--- src/rtl/alu_sys_pkg.sv ---
// Shared definitions for the ALU command path: sequencer states, command bytes
// and default datapath widths.
package alu_sys_pkg;

    localparam int unsigned ALU_DATA_WIDTH = 8;
    localparam int unsigned ALU_FUN_WIDTH  = 4;

    // Command bytes, also decoded by the register-file command decoder
    localparam logic [7:0] CMD_OPER = 8'hCC;
    localparam logic [7:0] CMD_NOOP = 8'hDD;

    typedef enum logic [2:0] {
        ST_IDLE,
        ST_GET_A,
        ST_GET_B,
        ST_GET_FUN,
        ST_ALU_RUN,
        ST_ALU_WAIT,
        ST_SEND_LO,
        ST_SEND_HI
    } seq_state_t;

endpackage

--- src/rtl/alu_timeout_counter.sv ---
// Cycle counter bounding the wait for an ALU result; done pulses on the
// enabled cycle whose increment would reach TIMEOUT.
module alu_timeout_counter #(
    parameter int unsigned TIMEOUT = 16
) (
    input  logic clk,
    input  logic rst,
    input  logic clear,
    input  logic enable,
    output logic done
);

    localparam int unsigned CW = $clog2(TIMEOUT + 1);

    logic [CW-1:0] count;

    always_ff @(posedge clk or posedge rst) begin
        if (rst) begin
            count <= '0;
        end else if (clear) begin
            count <= '0;
        end else if (enable) begin
            count <= count + 1'b1;
        end
    end

    assign done = enable && !clear && (count == CW'(TIMEOUT - 1));

endmodule

--- src/rtl/alu_cmd_sequencer.sv ---
// Frame controller between the UART byte streams and the ALU: collects a
// command frame, starts the ALU, and returns the result low byte first.
module alu_cmd_sequencer
    import alu_sys_pkg::*;
#(
    parameter int unsigned DATA_WIDTH = ALU_DATA_WIDTH,
    parameter int unsigned FUN_WIDTH  = ALU_FUN_WIDTH,
    parameter logic [DATA_WIDTH-1:0] CMD_ALU_OPER = DATA_WIDTH'(CMD_OPER),
    parameter logic [DATA_WIDTH-1:0] CMD_ALU_NOOP = DATA_WIDTH'(CMD_NOOP),
    parameter int unsigned TIMEOUT    = 16
) (
    input  logic                    CLK,
    input  logic                    RST,
    input  logic [DATA_WIDTH-1:0]   Rx_Data,
    input  logic                    Rx_Valid,
    input  logic [2*DATA_WIDTH-1:0] ALU_Out,
    input  logic                    ALU_Out_Valid,
    input  logic                    Tx_Ready,
    output logic [DATA_WIDTH-1:0]   ALU_A,
    output logic [DATA_WIDTH-1:0]   ALU_B,
    output logic [FUN_WIDTH-1:0]    ALU_FUN,
    output logic                    ALU_EN,
    output logic                    ALU_Gate_En,
    output logic [DATA_WIDTH-1:0]   Tx_Data,
    output logic                    Tx_Valid,
    output logic                    Busy,
    output logic                    Err_Timeout,
    output logic                    Rx_Overrun
);

    seq_state_t              state;
    logic [2*DATA_WIDTH-1:0] result;
    logic                    result_hit;
    logic                    cnt_clear;
    logic                    cnt_en;
    logic                    cnt_done;

    // ALU_EN is registered out of ALU_RUN, so it is visible during the first
    // ALU_WAIT cycle; a result strobe in that cycle is not accepted.
    assign result_hit = (state == ST_ALU_WAIT) && ALU_Out_Valid && !ALU_EN;
    assign cnt_clear  = (state == ST_ALU_RUN);
    assign cnt_en     = (state == ST_ALU_WAIT) && !result_hit;
    assign Busy       = (state != ST_IDLE);

    alu_timeout_counter #(
        .TIMEOUT(TIMEOUT)
    ) u_timeout (
        .clk   (CLK),
        .rst   (RST),
        .clear (cnt_clear),
        .enable(cnt_en),
        .done  (cnt_done)
    );

    always_ff @(posedge CLK or posedge RST) begin
        if (RST) begin
            state       <= ST_IDLE;
            ALU_A       <= '0;
            ALU_B       <= '0;
            ALU_FUN     <= '0;
            ALU_EN      <= 1'b0;
            ALU_Gate_En <= 1'b0;
            Tx_Data     <= '0;
            Tx_Valid    <= 1'b0;
            Err_Timeout <= 1'b0;
            Rx_Overrun  <= 1'b0;
            result      <= '0;
        end else begin
            ALU_EN      <= 1'b0;
            Err_Timeout <= 1'b0;
            Rx_Overrun  <= 1'b0;
            case (state)
                ST_IDLE: begin
                    if (Rx_Valid && (Rx_Data == CMD_ALU_OPER)) begin
                        state <= ST_GET_A;
                    end else if (Rx_Valid && (Rx_Data == CMD_ALU_NOOP)) begin
                        state <= ST_GET_FUN;
                    end
                end
                ST_GET_A: begin
                    if (Rx_Valid) begin
                        ALU_A <= Rx_Data;
                        state <= ST_GET_B;
                    end
                end
                ST_GET_B: begin
                    if (Rx_Valid) begin
                        ALU_B <= Rx_Data;
                        state <= ST_GET_FUN;
                    end
                end
                ST_GET_FUN: begin
                    if (Rx_Valid) begin
                        ALU_FUN     <= Rx_Data[FUN_WIDTH-1:0];
                        ALU_Gate_En <= 1'b1;
                        state       <= ST_ALU_RUN;
                    end
                end
                ST_ALU_RUN: begin
                    ALU_EN     <= 1'b1;
                    Rx_Overrun <= Rx_Valid;
                    state      <= ST_ALU_WAIT;
                end
                ST_ALU_WAIT: begin
                    Rx_Overrun <= Rx_Valid;
                    if (result_hit) begin
                        result      <= ALU_Out;
                        Tx_Data     <= ALU_Out[DATA_WIDTH-1:0];
                        Tx_Valid    <= 1'b1;
                        ALU_Gate_En <= 1'b0;
                        state       <= ST_SEND_LO;
                    end else if (cnt_done) begin
                        Err_Timeout <= 1'b1;
                        ALU_Gate_En <= 1'b0;
                        state       <= ST_IDLE;
                    end
                end
                ST_SEND_LO: begin
                    Rx_Overrun <= Rx_Valid;
                    if (Tx_Valid && Tx_Ready) begin
                        Tx_Data <= result[2*DATA_WIDTH-1:DATA_WIDTH];
                        state   <= ST_SEND_HI;
                    end
                end
                ST_SEND_HI: begin
                    Rx_Overrun <= Rx_Valid;
                    if (Tx_Valid && Tx_Ready) begin
                        Tx_Data  <= '0;
                        Tx_Valid <= 1'b0;
                        state    <= ST_IDLE;
                    end
                end
                default: state <= ST_IDLE;
            endcase
        end
    end

endmodule
--- config.mk ---
export PLATFORM = sky130hd
export DESIGN_NAME = alu_cmd_sequencer
export DESIGN_NICKNAME = d
export VERILOG_FILES = /design/src/rtl/alu_sys_pkg.sv /design/src/rtl/alu_timeout_counter.sv /design/src/rtl/alu_cmd_sequencer.sv
export SDC_FILE = /design/constraint.sdc
export NUM_CORES = 1
export LEC_CHECK = 0
export BUFFER_PORTS_ARGS = -buffer_cell sky130_fd_sc_hd__buf_2
export CAP_MARGIN = 5
export CORE_MARGIN = 8
export CORE_UTILIZATION = 25
export DETAILED_ROUTE_END_ITERATION = 10
export GPL_TIMING_DRIVEN = 1
export SETUP_SLACK_MARGIN = 0.15
export SYNTH_ARGS = -nofsm -noshare
export SYNTH_HDL_FRONTEND = slang
export SYNTH_HIERARCHICAL = 1
export SYNTH_SLANG_ARGS = --single-unit
--- constraint.sdc ---
create_clock -name CLK -period 3.45 [get_ports CLK]
set_input_delay 0.69 -clock CLK [delete_from_list [all_inputs] [get_ports CLK]]
set_output_delay 0.69 -clock CLK [all_outputs]
set_load 0.01 [all_outputs]
# Word-level counts from Yosys, hierarchy flattened
# Index checks and enable logic that the tools add are counted.
[word_totals]
in_bits = 29
mem_count = 0
regBits = 57
latchBits = 0
out_inout_bits = 34
rom_bits = 0
mem_bits_rw = 0
[op_classes]
n_eq_ne = 18
muxes = 28
reduce_logical = 26
n_lt_le_gt_ge = 0
bitwise = 0
n_addsub = 1
div = 0
n_mul = 0
n_shift = 0
[ops]
columns = ["operator", "count"]
rows = [
  ["3-bit 2-to-1 mux", 9],
  ["8-bit 2-to-1 mux", 3],
  ["3-bit one-hot mux with 8 select lines", 1],
  ["8-bit one-hot mux with 3 select lines", 1],
  ["8-bit equality test, second input constant", 2],
  ["3-bit equality test, second input constant", 4],
  ["2-bit inequality test, second input constant", 6],
  ["1-bit 2-to-1 mux", 10],
  ["5-bit 2-to-1 mux", 2],
  ["1-bit logical AND", 8],
  ["2-bit AND reduction", 4],
  ["7-bit AND reduction", 1],
  ["3-bit by 2-bit equality test with 1-bit output, second input constant", 2],
  ["3-bit inequality test, second input constant", 2],
  ["3-bit AND reduction", 2],
  ["2-bit nonzero test", 3],
  ["3-bit nonzero test", 2],
  ["5-bit by 1-bit adder with 5-bit output, second input constant", 1],
  ["5-bit by 4-bit equality test with 1-bit output, second input constant", 1],
  ["1-bit one-hot mux with 2 select lines", 2],
  ["4-bit AND reduction", 1],
  ["4-bit OR reduction", 1],
  ["3-bit by 1-bit equality test with 1-bit output, second input constant", 1],
  ["1-bit zero test", 3],
  ["3-bit zero test", 1],
]

# Depth between registers and ports, before layout
# Gate-level depths: netlist of run 1.
[depth]
depth_word = 10
mapped_depth = 9

# By module
# Netlist of run 1, hierarchy kept.
[by_module_without_submodules]
columns = ["module", "n_inst", "cells_each", "area_per_inst_um2"]
rows = [
  ["alu_cmd_sequencer", 1, 160, 1913.1],
  ["alu_timeout_counter", 1, 26, 289.0],
]

# Least setup slack after synthesis of run 1
# OpenSTA, ideal clock, no wires.
[synth_timing]
kind = "reg2reg"
from = "register state[2]"
to = "register state[1]"
path_buffers = 2
t_required_ns = 3.315
slack_ns = 1.076
synth_period_minus_slack_ns = 2.374
arrival_time_ns = 2.239
stages_incl_launch_ff = 8
path_cell_list = "dfrtp_1 -> clkbuf_1 -> clkbuf_1 -> nor3b_1 -> nor2_1 -> or4_1 -> o211ai_1 -> o31ai_1"
[synth_via]
word_cells_on_any_way = 25
cone_classes = "eq/ne: 14; mux: 2; reduce/logical: 9"
[synth_rtl]
columns = ["item", "line", "rtl"]
rows = [
  ["start, declared", "alu_cmd_sequencer.sv:31", "seq_state_t state;"],
  ["start signal, assigned", "alu_cmd_sequencer.sv:57", "state <= ST_IDLE;"],
  ["start signal, assigned", "alu_cmd_sequencer.sv:75", "state <= ST_GET_A;"],
  ["start signal, assigned", "alu_cmd_sequencer.sv:77", "state <= ST_GET_FUN;"],
  ["3-bit equality test", "alu_cmd_sequencer.sv:41", "assign cnt_clear = (state == ST_ALU_RUN);"],
  ["net cnt_clear", "alu_cmd_sequencer.sv:34", "logic cnt_clear;"],
  ["1-bit zero test", "alu_timeout_counter.sv:27", "assign done = enable && !clear && (count == CW'(TIMEOUT - 1));"],
  ["1-bit logical AND (2 in a row)", "alu_timeout_counter.sv:27", ""],
  ["net cnt_done", "alu_cmd_sequencer.sv:36", "logic cnt_done;"],
  ["3-bit inequality test (no line)", "-", ""],
  ["7-bit AND reduction (no line)", "-", ""],
]
# The timed path passes the listed nets, and every way through them passes these cells.
# A chain may end at the register's enable or synchronous reset.

# Worst setup path in the final report of run 1
[layout_timing]
from = "register state[0]"
to = "register state[1]"
[layout_via]
elab_chain_cells = 9
word_cells_on_any_way = 25
cone_classes = "eq/ne: 14; mux: 2; reduce/logical: 9"
[layout_lines]
columns = ["item", "line", "rtl"]
rows = [
  ["3-bit equality test (*)", "alu_cmd_sequencer.sv:40, alu_cmd_sequencer.sv:42", ""],
  ["1-bit logical AND (2 in a row)", "alu_cmd_sequencer.sv:40", "assign result_hit = (state == ST_ALU_WAIT) && ALU_Out_Valid && !ALU_EN;"],
  ["1-bit zero test", "alu_cmd_sequencer.sv:42", "assign cnt_en = (state == ST_ALU_WAIT) && !result_hit;"],
  ["1-bit logical AND (*)", "alu_cmd_sequencer.sv:42", ""],
  ["net cnt_en", "alu_cmd_sequencer.sv:35", "logic cnt_en;"],
  ["1-bit logical AND (*) (2 in a row)", "alu_timeout_counter.sv:27", ""],
  ["net cnt_done", "alu_cmd_sequencer.sv:36", ""],
  ["3-bit inequality test (no line) (*)", "-", ""],
  ["7-bit AND reduction (no line) (*)", "-", ""],
]
# Mark *: on every way through the listed nets, which the timed path passes. The rest lies on a longest branch.

==> results.toml, run 1 <==
[outcome]
outcome = "completed"

[floorplan]
coreArea_um2 = 8640
die_area_um2 = 12100
io_pins = 63
die_h_um = 110
initial_core_util = 0.255
die_w_um = 110
core.rowCount = 34

[timing]
finalSetupViolCount = 0
layout_setup_ws_ns = 1.14
finalMaxSlewViolations = 0
finalSetupTns_ns = 0
skew_ns = 0.00681
rsz0062_at_grt = "false"
fmax_mhz = 433
final_hold_viol_count = 0
post-route-period-util = 0.669
tightest_slew_ns = 0.952
period_needed_ns = 2.31
slew_headroom = 0.365

[synthesis]
synth_seq_cells = 49
yosysUniqueCellTypes = 40
avgSynthCellArea_um2 = 11.8
synth_edf_count = 0
syn_area_um2 = 2200
async_flop_share = 1.00
yosysSeqAreaShare = 0.557
syn_inst = 186
ys.flop_type = "dfrtp_1"
ys_warn_count = 6
synth_nets = 217

[global_route]
grt_max_degree = 45
grt_pass1_vias = 1671
grt_pass1_wl_mm = 8.65
overflow = 0
grt.total_usage = 0.0905
antenna_found_initial = 0

[clocking]
h-tree-depth = 2
cts_resized = 0
cts_tree = "built"
cts_buffers = 5
cts_setup_buffers = 0
cts_hold_buf = 0
clk_pin_slew_ns = 0.09
clockRootBuffer = "clkbuf_8"
clkLatencyLatePin_ns = 0.29
clkSinkCount = 49
cts_max_path_buffers = 2

[pwr]
power_uw = 2230
power_leakage_uw = 0.00126
max-vdd-ir-drop_mv = 0.192
powerDensity_nw_per_um2 = 826

[placed_design]
place_ws_ns = 1.08
place.gp.congestion = 0.785
dp_hpwl_mm = 4.03
io_buffer_count = 62
dpl_cell_area_um2 = 2620

[setup_path]
endpoint_kind = "register"
cp.arrival_ns = 2.50
endpoint = "state[1]$_DFFE_PP0P_"
reg2reg_setup_slack_ns = 1.14
crit_start = "state[0]$_DFFE_PP0P_"
start_kind = "register"
r2r_end = "state[1]$_DFFE_PP0P_"
cp.required_ns = 3.64
crit_fanout = 20
r2r-start = "state[0]$_DFFE_PP0P_"
rr_worst_depth = 8
path_class = "register to register"

[finish]
synthToLayoutAreaGrowth_pct = 22.7
drive_above_1_share = 0.426
finalNetCount = 279
diodes = 0
nFillCells = 910
final_util = 0.313
stdcell_area_um2 = 2700

[routing]
totalWireLength_mm = 5.36
vias_per_cell = 4.38
vias = 1563
drt_iter0_markers = 50
dr.pass1.iters = 4
final_antenna_net_count = 0
wl_per_cell_um = 15.0
drc_errors = 0

[job]
cap_violations = 0

[min_path]
min_path_type = "input pin to async pin"
[through the flow]
| stage | std cells | hold WS [ns] |
|---|---|---|
| floorplan | 186 | 0.469 |
| global placement | 349 | 0.460 |
| detailed placement | 349 | 0.466 |
| CTS | 357 | 0.288 |
| global route | 357 | 0.303 |
| finish | 357 | 0.293 |
[power breakdown]
| part | leakage [uW] | switching [uW] | internal, uW |
|---|---|---|---|
| Clock | 0.0000450 | 183 | 141 |
| Combinational | 0.000612 | 435 | 427 |
| Sequential | 0.000602 | 213 | 833 |
[critical path, cell delays in order (launching register included)]
cell,delay [ns]
dfrtp_1,0.76
nand2_1,0.24
nor3_1,0.18
buf_4,0.20
nand2_1,0.06
nor2_1,0.19
or4_1,0.16
o211ai_1,0.13
o31ai_1,0.27
[area by class of cell]
class | instances | area (um2) | area share
Sequential cell | 49 | 1230 | 0.454
Inverter | 5 | 18.8 | 0.00694
Tap cell | 108 | 135 | 0.0500
Clock inverter | 2 | 10.0 | 0.00370
Clock buffer | 6 | 72.6 | 0.0269
Timing Repair Buffer | 64 | 325 | 0.120
Multi-Input combinational cell | 123 | 915 | 0.338
[how the worst min path moves through the flow]
| stage | start | to | slack, ns | cells past startpoint |
|---|---|---|---|---|
| 2_1_floorplan | RST | u_timeout/count[0]$_DFFE_PP0P_ | 0.47 | 1 |
| 3_3_place_gp | Tx_Data[1]$_DFFE_PP0P_ | Tx_Data[1]$_DFFE_PP0P_ | 0.46 | 2 |
| 3_5_place_dp | Tx_Data[2]$_DFFE_PP0P_ | Tx_Data[2]$_DFFE_PP0P_ | 0.47 | 2 |
| 4_1_cts | RST | u_timeout/count[3]$_DFFE_PP0P_ | 0.29 | 2 |
| 5_1_grt | RST | u_timeout/count[3]$_DFFE_PP0P_ | 0.30 | 2 |
| 6_report | RST | u_timeout/count[2]$_DFFE_PP0P_ | 0.29 | 2 |
[flip-flops by register name (all words and copies together) (netlist names)]
signal and flops:
ALU_Gate_En 1, state 3, Tx_Data 8, ALU_FUN 4
result 8, ALU_EN 1, Tx_Valid 1, u_timeout/count 5
Err_Timeout 1, Rx_Overrun 1, ALU_A 8, ALU_B 8
[cells in the mapped netlist (all sizes together) (3+ instances only)]
library cell | number | area, um2
a21oi | 10 | 50.1
buf | 3 | 20.0
clkbuf | 6 | 22.5
dfrtp | 49 | 1230
inv | 5 | 18.8
mux2 | 28 | 319
nand2 | 20 | 75.1
nor2 | 7 | 26.3
nor3 | 4 | 35.0
nor3b | 9 | 67.6
o21ai | 13 | 65.1
[kinds of logic (layout without fill, tap and decap cells)]
logic type,after synthesis,count (layout),share of synthesized area
mux,29,29,0.149
buf+inv,14,77,0.0278
flops,49,49,0.557
simple gates,57,57,0.155
xor+xnor,2,2,0.00796
compound gates,33,33,0.0915
fa+ha+maj,2,2,0.0114
[per-layer routing]
metal / part of all wire / vias up / wire, um / GRT usage
met5: 0 / - / 0 / 0
met4: 0.011 / 0 / 57 / 0.0289
met3: 0.044 / 4 / 236 / 0.0246
met2: 0.51 / 23 / 2760 / 0.153
met1: 0.43 / 755 / 2310 / 0.108
li1: - / 781 / - / -
[cell usage in the layout (no fill, tap or decap), types with 3 or more instances in the layout]
cell       n
buf_2     62
dfrtp_1   49
mux2_2    27
nand2_1   20
o21ai_0   12
a21oi_1   10
nor3b_1    9
nor2_1     7
clkbuf_8   5
inv_1      4
nor3_2     3
No activity file was read; power rests on OpenSTA's default activity.
==> inputs of run 2 (changes only) <==
==> constraint.sdc (replaced) <==
create_clock -name CLK -period 2.05 [get_ports CLK]
set_input_delay 0.41 -clock CLK [delete_from_list [all_inputs] [get_ports CLK]]
set_output_delay 0.41 -clock CLK [all_outputs]
set_load 0.01 [all_outputs]
==> run 2 against run 1 <==
  * Clock power up 76%
  * Sequential power rose by 58%
  * Die area did not move
  * Cell area grew 6.2%
  * Largest cell class unchanged
  * Largest power group is now combinational cells
  * Highest routed layer unchanged
==> results.toml, run 2 (synthesis gave the netlist of run 1 again) <==
[clocking]
cts_hold_buf = 0
h-tree-depth = 2
clockRootBuffer = "clkbuf_8"
cts_buffers = 5
cts_max_path_buffers = 2
clkLatencyLatePin_ns = 0.30
clk_pin_slew_ns = 0.09
clkSinkCount = 49
cts_tree = "built"

[timing]
tightest_slew_ns = 0.521
final_hold_viol_count = 0
skew_ns = 0.00718
slew_headroom = 0.653
post-route-period-util = 0.923
hold_slack_ns = 0.0204
rsz0062_at_grt = "true"
finalMaxSlewViolations = 0
layout_setup_ws_ns = 0.159
finalSetupViolCount = 0
finalSetupTns_ns = 0
fmax_mhz = 529
period_needed_ns = 1.89

[floorplan]
die_h_um = 110
coreArea_um2 = 8640
core.rowCount = 34
die_w_um = 110
initial_core_util = 0.255
io_pins = 63
die_area_um2 = 12100

[setup_path]
crit_start = "u_timeout/count[1]$_DFFE_PP0P_"
r2r_end = "state[0]$_DFFE_PP0P_"
cp.required_ns = 2.27
crit_path_top_delay_cell = "or4_1"
cpLargestDelayFamily = "simple AND/OR/NAND/NOR gates"
reg2reg_setup_slack_ns = 0.16
r2r-start = "u_timeout/count[1]$_DFFE_PP0P_"
endpoint_kind = "register"
path_class = "register to register"
crit_path_cell_trace = "ha_2 > and3_4 > ha_4 > nand2_2 > nor2_2 > or4_1 > o211ai_1 > xnor2_1"
crit_path_max_incr_delay_ns = 0.50
rr_worst_depth = 8
start_kind = "register"
crit_cells = 8
cp.arrival_ns = 2.11
crit_buf_inv = 0
crit_fanout = 2
endpoint = "state[0]$_DFFE_PP0P_"

[finish]
diodes = 0
final_cell_mix = "62 x buf_2, 48 x dfrtp_1, 27 x mux2_2, 19 x nand2_1, 18 x buf_4"
drive_above_1_share = 0.491
layout_commonest_cell = "buf_2"
nFillCells = 893
finalNetCount = 295
synthToLayoutAreaGrowth_pct = 30.3

[pwr]
powerDensity_nw_per_um2 = 1380
max-vdd-ir-drop_mv = 0.547
power_leakage_uw = 0.00133

[routing]
vias_per_cell = 4.51
drt_iter0_markers = 65
wl_per_cell_um = 14.4
drc_errors = 0
final_antenna_net_count = 0
totalWireLength_mm = 5.38
vias = 1682
dr.pass1.iters = 4

[global_route]
grt.total_usage = 0.0895
grt_pass1_wl_mm = 8.45
overflow = 0
grt_max_degree = 25
grt_pass1_vias = 1735
antenna_found_initial = 0

[job]
cap_violations = 0

[placed_design]
dp_hpwl_mm = 4.13
io_buffer_count = 62
place_ws_ns = 0.0906
place.gp.congestion = 0.710

[outcome]
outcome = "completed"

[min_path]
min_path_type = "input pin to async pin"
==> run 2: timing repair <==
action,CTS,global route
setup buffers,2,4
cloned,0,0
setup endpoints to repair,11,5
pin swaps,5,3
gates resized for setup,6,0
==> run 2: cell type report <==
class                   instances  area [um2]  share of cell area
clock buffers                   6        72.6              0.0253
clock inverters                 2        15.0             0.00523
inverters                       5        18.8             0.00654
multi-input cells             123         955               0.333
flip-flops and latches         49        1230               0.428
well taps                     108         135              0.0471
repair buffers                 80         445               0.155
==> run 2: metrics by stage <==
step | util | cell area (um2) | total power [uW] | cells
finish | 0.332 | 2870 | 3970 | 373
global route | 0.332 | 2870 | 4290 | 373
CTS | 0.329 | 2840 | 4000 | 369
detailed placement | 0.314 | 2710 | 3380 | 359
global placement | 0.314 | 2710 | 3320 | 359
floorplan | - | 2240 | 2750 | 186
==> run 2: power by group <==
part / total (uW) / internal (uW) / leakage, uW / switching (uW)
Clock: 569 / 241 / 0.0000374 / 328
Combinational: 1740 / 861 / 0.000695 / 882
Sequential: 1660 / 1410 / 0.000601 / 253
==> run 2: layer usage <==
metal / wire, um / part of all wire / global-route usage
met5: 0 / 0 / 0
met2: 2470 / 0.46 / 0.135
met1: 2370 / 0.44 / 0.115
met3: 494 / 0.092 / 0.0346
met4: 51 / 0.0095 / 0.0289
==> run 2: how the worst min path moves through the flow <==
stage          cells past startpoint  slack (ns)                             end
2_1_floorplan                      1        0.19  u_timeout/count[0]$_DFFE_PP0P_
3_3_place_gp                       2        0.34  u_timeout/count[3]$_DFFE_PP0P_
3_5_place_dp                       2        0.35  u_timeout/count[3]$_DFFE_PP0P_
4_1_cts                            2        0.02  u_timeout/count[0]$_DFFE_PP0P_
5_1_grt                            2        0.02  u_timeout/count[1]$_DFFE_PP0P_
6_report                           2        0.02  u_timeout/count[1]$_DFFE_PP0P_
==> inputs of run 3 (changes only) <==
--- a/config.mk
+++ b/config.mk
@@ -7,10 +7,14 @@
 export LEC_CHECK = 0
 export BUFFER_PORTS_ARGS = -buffer_cell sky130_fd_sc_hd__buf_2
 export CAP_MARGIN = 5
+export CELL_PAD_IN_SITES_DETAIL_PLACEMENT = 1
+export CELL_PAD_IN_SITES_GLOBAL_PLACEMENT = 1
 export CORE_MARGIN = 8
 export CORE_UTILIZATION = 25
+export CTS_BUF_LIST = sky130_fd_sc_hd__clkbuf_8
 export DETAILED_ROUTE_END_ITERATION = 10
 export GPL_TIMING_DRIVEN = 1
+export PLACE_DENSITY_LB_ADDON = 0.1
 export SETUP_SLACK_MARGIN = 0.15
 export SYNTH_ARGS = -nofsm -noshare
 export SYNTH_HDL_FRONTEND = slang
==> run 3 against run 2 <==
  * Routed wire length rose by 12%
  * Clock skew rose by 0.0020 ns
  * Combinational power rose by 5%
  * Maximum frequency fell by 0.17%
  * Register-to-register slack barely moved
  * Sequential power barely moved
  * First-iteration DRC count fell by 12%
  * Utilization rose by 0.49 points
  * Count of clock-buffer cells in the layout fell by 1
  * Total power rose by 1.9%
  * Cell count rose by 0.54%
  * Via count rose by 2.0%
==> results.toml, run 3 (synthesis gave the netlist of run 1 again) <==
[pwr]
power.share.combinational = 0.450
power_leakage_uw = 0.00136
seqPwrFrac = 0.409
p_clk_frac = 0.141
switching_power_uw = 1500
max-vdd-ir-drop_mv = 0.335
p_int_uw = 2550
p_sw_frac = 0.370
powerDensity_nw_per_um2 = 1390

[clocking]
clkLatencyLatePin_ns = 0.30
cts_buffers = 5
clk_pin_slew_ns = 0.10
cts_hold_buf = 0
clockRootBuffer = "clkbuf_8"
cts_max_path_buffers = 2
h-tree-depth = 2
clkSinkCount = 49
cts_tree = "built"

[setup_path]
cp.arrival_ns = 2.08
crit_path_max_incr_delay_ns = 0.51
endpoint_kind = "register"
cp.required_ns = 2.24
crit_path_top_delay_cell = "or4_4"
start_kind = "register"
r2r-start = "u_timeout/count[1]$_DFFE_PP0P_"
crit_path_cell_trace = "ha_2 > and3_4 > ha_4 > nand2_2 > nor2_2 > or4_4 > o211ai_1 > o31ai_1"
crit_fanout = 2
reg2reg_setup_slack_ns = 0.16
path_class = "register to register"
crit_start = "u_timeout/count[1]$_DFFE_PP0P_"

[min_path]
min_path_type = "input pin to async pin"

[floorplan]
die_area_um2 = 12100
coreArea_um2 = 8640
die_h_um = 110
initial_core_util = 0.255
io_pins = 63
core.rowCount = 34
die_w_um = 110

[finish]
final_cell_mix = "62 x buf_2, 47 x dfrtp_1, 27 x mux2_2, 18 x nand2_1, 18 x buf_4"
diodes = 0
nFillCells = 1015
synthToLayoutAreaGrowth_pct = 32.2
stdcell_area_um2 = 2910
layout_commonest_cell = "buf_2"
drive_above_1_share = 0.513
finalNetCount = 297

[routing]
final_antenna_net_count = 0
vias = 1716
drc_errors = 0
vias_per_cell = 4.58
drt_iter0_markers = 57
totalWireLength_mm = 6.05
wl_per_cell_um = 16.1
dr.pass1.iters = 3

[placed_design]
place.gp.congestion = 0.758
dp_hpwl_mm = 4.54
io_buffer_count = 62
dpl_cell_area_um2 = 2740

[timing]
tightest_slew_ns = 0.590
final_hold_viol_count = 0
fmax_mhz = 528
skew_ns = 0.00916
post-route-period-util = 0.924
finalSetupViolCount = 0
finalSetupTns_ns = 0
period_needed_ns = 1.89
slew_headroom = 0.607
finalMaxSlewViolations = 0
rsz0062_at_grt = "true"

[global_route]
antenna_found_initial = 0
grt_pass1_wl_mm = 10.0
grt_max_degree = 34
overflow = 0
grt.total_usage = 0.106
grt_pass1_vias = 1884

[job]
cap_violations = 0

[outcome]
outcome = "completed"
==> run 3: cell types whose count changed in the layout (fill, tap and decap cells not counted), sizes merged <==
cell      previous run  this run
buf                 80        82
clkinv               0         2
clkbuf               6         5
clkinvlp             2         1
==> run 3: layout make-up <==
type	instances	area [um2]	share of cell area
sequential	49	1230	0.422
tap	108	135	0.0464
clock inverter	3	17.5	0.00602
timing repair buffer	82	477	0.164
clock buffer	5	68.8	0.0236
multi-input combinational	123	966	0.332
inverter	5	18.8	0.00645
==> run 3: worst max-delay path: cells and delay by family, from the launching register on <==
kind	cells	cell delay [ns]
adder cells (fa/ha/maj)	2	0.34
flip-flops	1	0.40
AO/OA/AOI/OAI	2	0.27
AND/OR/NAND/NOR	4	0.78
==> run 3: power groups by stage <==
stage	sequential (uW)	combinational, uW	clock, uW
floorplan	1770	986	0
global placement	1700	1710	0
detailed placement	1710	1730	0
CTS	1690	1770	611
global route	1730	2050	641
finish	1660	1820	570
==> run 3: metrics by stage <==
step	hold WS [ns]	cells	util	total power (uW)	setup slack (ns)
after floorplan	0.189	186	-	2750	0.150
after global placement	0.342	361	0.317	3410	0.149
after detailed placement	0.342	361	0.317	3440	0.0907
after CTS	0.00784	372	0.331	4070	0.156
after global routing	0.0214	375	0.337	4420	0.0547
final	0.00734	375	0.337	4050	0.155
==> run 3: repair_timing <==
item,4_1_cts,5_1_grt
pin swaps,4,4
resized for setup,5,6
setup buffers,3,3
setup endpoints to repair,4,11
==> run 3: final timing paths <==
path                       depth (start not counted)                             end
max                                                8            state[1]$_DFFE_PP0P_
min                                                2  u_timeout/count[1]$_DFFE_PP0P_
max reg2reg                                        8            state[1]$_DFFE_PP0P_
min reg2reg                                        2          Tx_Data[5]$_DFFE_PP0P_
max in group asynchronous                          3            state[0]$_DFFE_PP0P_
min in group CLK                                   2           result[9]$_DFFE_PP0P_
==> run 3: per-layer routing <==
metal | vias up | routed length (um) | global-route usage
li1 | 815 | - | -
met1 | 861 | 2720 | 0.138
met2 | 33 | 2880 | 0.167
met3 | 7 | 372 | 0.0275
met4 | 0 | 73 | 0.0318
met5 | - | 0 | 0
